==> src/rtl/sdram_pkg.sv <==
// Shared definitions for the two-port SDRAM arbiter: FSM encoding, port count
// and the default host address width.
package sdram_pkg;

  localparam int NPORTS          = 2;
  localparam int HADDR_WIDTH_DEF = 25;

  typedef enum logic [1:0] {
    IDLE    = 2'd0,
    ISSUE   = 2'd1,
    WAIT_RD = 2'd2
  } state_e;

  function automatic logic [NPORTS-1:0] port_mask(input logic idx);
    port_mask = idx ? 2'b10 : 2'b01;
  endfunction

endpackage

==> src/rtl/sdram_arb_pick.sv <==
// Combinational winner selection between the two requesters. On a tie the
// port that was not granted last wins.
module sdram_arb_pick
  import sdram_pkg::*;
(
  input  logic [NPORTS-1:0] req_i,
  input  logic              last_grant_i,
  output logic              grant_o
);

  always_comb begin
    grant_o = 1'b0;
    if (req_i[0]) begin
      grant_o = req_i[1] & ~last_grant_i;
    end else begin
      grant_o = req_i[1];
    end
  end

endmodule

==> src/rtl/sdram_arbiter.sv <==
// Two-port arbiter in front of a single-transaction SDRAM controller.
// Define SDRAM_ARB_RR_EN for round-robin arbitration; default is fixed priority (port 0).
module sdram_arbiter
  import sdram_pkg::*;
#(
  parameter int HADDR_WIDTH = HADDR_WIDTH_DEF
) (
  input  logic                     clk,
  input  logic                     rst,
  input  logic [NPORTS-1:0]        p_req,
  input  logic [NPORTS-1:0]        p_we,
  input  logic [2*HADDR_WIDTH-1:0] p_addr,
  input  logic [15:0]              p_wdata,
  output logic [NPORTS-1:0]        p_ack,
  output logic [7:0]               p_rdata,
  output logic [NPORTS-1:0]        p_rvalid,
  output logic [HADDR_WIDTH-1:0]   sd_wr_addr,
  output logic [HADDR_WIDTH-1:0]   sd_rd_addr,
  output logic [7:0]               sd_wr_data,
  output logic                     sd_wr_enable,
  output logic                     sd_rd_enable,
  input  logic                     sd_ack,
  input  logic                     sd_rd_ready,
  input  logic                     sd_busy,
  input  logic [7:0]               sd_rd_data
);

  state_e                   state_q, state_d;
  logic                     grant_q, grant_d;
  logic                     we_q, we_d;
  logic [HADDR_WIDTH-1:0]   addr_q, addr_d;
  logic [7:0]               wdata_q, wdata_d;
  logic [7:0]               rdata_q, rdata_d;
  logic [NPORTS-1:0]        rvalid_q, rvalid_d;
  logic                     pick;
  logic                     last_grant;
  logic                     unused_busy;

  // Refresh stalls are expressed through sd_ack latency, so busy is not consulted.
  assign unused_busy = sd_busy;

`ifdef SDRAM_ARB_RR_EN
  logic last_q, last_d;
  assign last_grant = last_q;
`else
  // A pointer stuck at 1 makes the picker favour port 0 on every tie.
  assign last_grant = 1'b1;
`endif

  sdram_arb_pick u_pick (
    .req_i        (p_req),
    .last_grant_i (last_grant),
    .grant_o      (pick)
  );

  always_comb begin
    state_d  = state_q;
    grant_d  = grant_q;
    we_d     = we_q;
    addr_d   = addr_q;
    wdata_d  = wdata_q;
    rdata_d  = rdata_q;
    rvalid_d = '0;
`ifdef SDRAM_ARB_RR_EN
    last_d   = last_q;
`endif
    case (state_q)
      IDLE: begin
        if (|p_req) begin
          grant_d = pick;
          we_d    = p_we[pick];
          addr_d  = pick ? p_addr[2*HADDR_WIDTH-1:HADDR_WIDTH] : p_addr[HADDR_WIDTH-1:0];
          wdata_d = pick ? p_wdata[15:8] : p_wdata[7:0];
          state_d = ISSUE;
`ifdef SDRAM_ARB_RR_EN
          last_d  = pick;
`endif
        end
      end
      ISSUE: begin
        if (sd_ack) begin
          state_d = we_q ? IDLE : WAIT_RD;
        end
      end
      WAIT_RD: begin
        if (sd_rd_ready) begin
          rdata_d  = sd_rd_data;
          rvalid_d = port_mask(grant_q);
          state_d  = IDLE;
        end
      end
      default: state_d = IDLE;
    endcase
  end

  always_ff @(posedge clk or posedge rst) begin
    if (rst) begin
      state_q  <= IDLE;
      grant_q  <= 1'b0;
      we_q     <= 1'b0;
      addr_q   <= '0;
      wdata_q  <= '0;
      rdata_q  <= '0;
      rvalid_q <= '0;
    end else begin
      state_q  <= state_d;
      grant_q  <= grant_d;
      we_q     <= we_d;
      addr_q   <= addr_d;
      wdata_q  <= wdata_d;
      rdata_q  <= rdata_d;
      rvalid_q <= rvalid_d;
    end
  end

`ifdef SDRAM_ARB_RR_EN
  always_ff @(posedge clk or posedge rst) begin
    if (rst) begin
      last_q <= 1'b1;
    end else begin
      last_q <= last_d;
    end
  end
`endif

  // Enables are decoded from the registered state so they drop on the edge after sd_ack.
  assign sd_wr_enable = (state_q == ISSUE) &  we_q;
  assign sd_rd_enable = (state_q == ISSUE) & ~we_q;
  assign sd_wr_addr   = addr_q;
  assign sd_rd_addr   = addr_q;
  assign sd_wr_data   = wdata_q;
  assign p_ack        = ((state_q == ISSUE) && sd_ack) ? port_mask(grant_q) : '0;
  assign p_rdata      = rdata_q;
  assign p_rvalid     = rvalid_q;

endmodule

==> config.mk <==
export PLATFORM = sky130hd
export DESIGN_NAME = sdram_arbiter
export DESIGN_NICKNAME = d
export VERILOG_FILES = /design/src/rtl/sdram_pkg.sv /design/src/rtl/sdram_arb_pick.sv /design/src/rtl/sdram_arbiter.sv
export SDC_FILE = /design/constraint.sdc
export NUM_CORES = 1
export LEC_CHECK = 0
export CELL_PAD_IN_SITES_DETAIL_PLACEMENT = 1
export CELL_PAD_IN_SITES_GLOBAL_PLACEMENT = 2
export CORE_MARGIN = 10
export CORE_UTILIZATION = 22
export CTS_CLUSTER_DIAMETER = 100
export DETAILED_ROUTE_END_ITERATION = 8
export PLACE_DENSITY_LB_ADDON = 0.2
export SETUP_SLACK_MARGIN = 0.2
export SLEW_MARGIN = 20
export SYNTH_ARGS = -nofsm -noshare
export SYNTH_HDL_FRONTEND = slang
export SYNTH_HIERARCHICAL = 1
export SYNTH_SLANG_ARGS = --single-unit
==> constraint.sdc <==
create_clock -name clk -period 2.1 [get_ports clk]
set_input_delay 0.525 -clock clk [delete_from_list [all_inputs] [get_ports clk]]
set_output_delay 0.525 -clock clk [all_outputs]
set_load 0.05 [all_outputs]
==> impl_metrics.env <==
export IMPL_slew_headroom=0.648
export IMPL_gp_congestion=0.682
export IMPL_hold_path_class="reg -> reg"
export IMPL_core_sq_um=10800
export IMPL_final_cells=461
export IMPL_row_count=38
export IMPL_num_io_pins=155
export IMPL_numPortBuffers=153
export IMPL_cts_max_path_buffers=2
export IMPL_worst_slew_pin_slew_ns=0.530
export IMPL_first_pass_iters=3
export IMPL_syn_area_per_cell_sq_um=13.8
export IMPL_vdd_drop_max_v=0.000969
export IMPL_overflow=0
export IMPL_powerDensity_nw_per_um2=1720
export IMPL_antenna_found_initial=0
export IMPL_dp_worst_setup_slack_ns=-0.102
export IMPL_syn_num_nets=259
export IMPL_min_from="p_rdata[2]"
export IMPL_cts_hold_buf=0
export IMPL_holdPathEnd="p_rdata[2]"
export IMPL_syn_inst=176
export IMPL_initial_core_util=0.224
export IMPL_synthArstFlopShare=1.00
export IMPL_cp_max_fo=3
export IMPL_drv_cap=0
export IMPL_cts_num_sinks=47
export IMPL_grt_max_degree=48
export IMPL_critical_path_startpoint_type="flip-flop"
export IMPL_insertion_delay_ns=0.30
export IMPL_setup_slack_ns=0.156
export IMPL_status="finished, final reports clean"
export IMPL_r2r_setup_slack_ns=0.58
export IMPL_drive_gt1_frac=0.402
export IMPL_synth_top_area_share=0.483
export IMPL_final_period_utilization=0.926
export IMPL_reg2reg_depth=4
export IMPL_dieWidth_microns=125
export IMPL_fin_util=0.383
export IMPL_routed_wirelength_microns=8460
export IMPL_drc=0
export IMPL_wl_per_cell_microns=18.3
export IMPL_critPathKind="reg -> out"
export IMPL_fmax_mhz=514
export IMPL_die_y_microns=125
export IMPL_fin_nets=403
export IMPL_synth_top_flop_cell="dfrtp_1"
export IMPL_setup_viol=0
export IMPL_worstPathRequired_ns=1.57
export IMPL_ys_top_cells_by_count="mux2_2 (75), dfrtp_1 (47), buf_4 (25), buf_6 (6), nor2_1 (4)"
export IMPL_dp_final_hpwl_microns=6530
export IMPL_synth_seq_area_share=0.483
export IMPL_clock_skew_ns=0.00762
export IMPL_synth_seq_cells=47
export IMPL_cts_buffers_inserted=5
export IMPL_initialDrtViolationCount=37
export IMPL_min_delay_path_depth=1
export IMPL_drv_slew=0
export IMPL_num_vias=1919
export IMPL_ys_warn_count=6
export IMPL_synth_edf_count=0
export IMPL_hold_violations=0
export IMPL_area_growth_pct=70.6
export IMPL_cts_root_buffer="clkbuf_8"
export IMPL_cp_data_arrival_time_ns=1.42
export IMPL_rsz0062_at_grt="true"
export IMPL_cp_end_kind="primary output"
export IMPL_grt_pass1_vias=2131
export IMPL_ctsHtreeMaxLevel=2
export IMPL_grt_pass1_wl_microns=12700
export IMPL_ys_types=19
export IMPL_cts_clk_slew_worst_paths_ns=0.10
export IMPL_timing_rr_start="state_q[1]"
export IMPL_ys_top_cells_by_area="dfrtp_1 (48%), mux2_2 (35%), buf_4 (7.7%)"
export IMPL_ant_nets=0
export IMPL_yosysMostFrequentCell="mux2_2"
export IMPL_fin_setup_tns_ns=0
export IMPL_min_period_ns=1.94
export IMPL_p_leak_nw=1.83
export IMPL_grt_total_usage=0.101
export IMPL_worstReg2RegEnd="sd_rd_addr[3]"
export IMPL_die_area_sq_um=15700
export IMPL_synth_area_sq_um=2430
export IMPL_dp_cells=445
export IMPL_cts_tree="done"
export IMPL_n_antenna_cell=0
export IMPL_vias_per_cell=4.16
export IMPL_yosys_area_top_type="dfrtp_1"
## power breakdown
part,total [mW],internal [mW],switching (mW)
registers,1.63,1.35,0.276
logic,4.88,1.61,3.27
clock network,0.615,0.302,0.313
total,7.12,3.27,3.85
## metal layers
| metal | vias to the layer above | share of wire | wire (microns) | track usage |
|---|---|---|---|---|
| met4 | 0 | 0.0040 | 34 | 0.0183 |
| met2 | 85 | 0.51 | 4300 | 0.174 |
| met1 | 960 | 0.40 | 3370 | 0.111 |
| met5 | - | 0 | 0 | 0 |
| li1 | 872 | - | - | - |
| met3 | 2 | 0.089 | 751 | 0.0477 |
## flip-flops by register name, summed over array words and instances (netlist names)
signal      cells
grant_q         1
sd_rd_addr     25
state_q         2
sd_wr_data      8
p_rvalid        2
p_rdata         8
we_q            1
## cells by family after synthesis
group                  count (synthesis)  share of synthesized area
other                                  1                    0.00154
DFF                                   47                      0.483
AOI/OAI and AO/OA                      3                     0.0113
muxes                                 77                      0.359
and+or+nand+nor                       12                     0.0309
buffers and inverters                 36                      0.114
## worst max-delay path: stages, from the launching register on
cell     delay, ns
dfrtp_2       0.41
or2b_4        0.27
nor3_2        0.18
buf_4         0.14
buf_12        0.12
## how the worst max path moves through the flow
| stage | from | endpoint | slack [ns] | depth (start not counted) |
|---|---|---|---|---|
| after floorplan | state_q[1] | p_ack[0] | -0.17 | 2 |
| after global placement | p_req[1] | sd_rd_addr[7] | -0.09 | 5 |
| after detailed placement | p_req[1] | sd_wr_data[3] | -0.10 | 5 |
| after CTS | sd_ack | p_ack[1] | 0.09 | 5 |
| after global routing | state_q[1] | p_ack[1] | 0.07 | 4 |
| final | state_q[1] | p_ack[1] | 0.16 | 4 |
## cell type report
| class | count | area [sq um] |
|---|---|---|
| fill | 1179 | 6690 |
| clock buffer | 8 | 100 |
| timing repair buffer | 170 | 1680 |
| sequential | 47 | 1180 |
| multi-input combinational | 93 | 1010 |
| inverter | 3 | 11.3 |
| tap | 140 | 175 |
## cell usage in the layout, fill, tap and decap left out, types with 3 or more instances in the layout
cell / count
buf_12: 7
dlygate4sd2_1: 55
dfrtp_1: 46
clkdlybuf4s50_1: 79
nor2_1: 3
mux2_2: 75
clkbuf_8: 7
buf_4: 24
## what timing repair did
item | CTS | global route
setup endpoints to repair | 58 | 7
pin swaps | 1 | 2
setup buffers | 3 | 3
gates cloned | 0 | 2
resized for setup | 61 | 5
endpoints found under the hold margin | 0 | 0
## per-stage QoR
stage	hold slack [ns]	area [sq um]	total power, mW
after floorplan	0.445	2430	5.35
after global placement	0.472	3980	6.84
after detailed placement	0.472	3980	6.88
after CTS	0.512	4050	7.19
after global routing	0.524	4150	7.49
final	0.508	4150	7.12
Note: power is estimated with default switching activity, not from simulation.
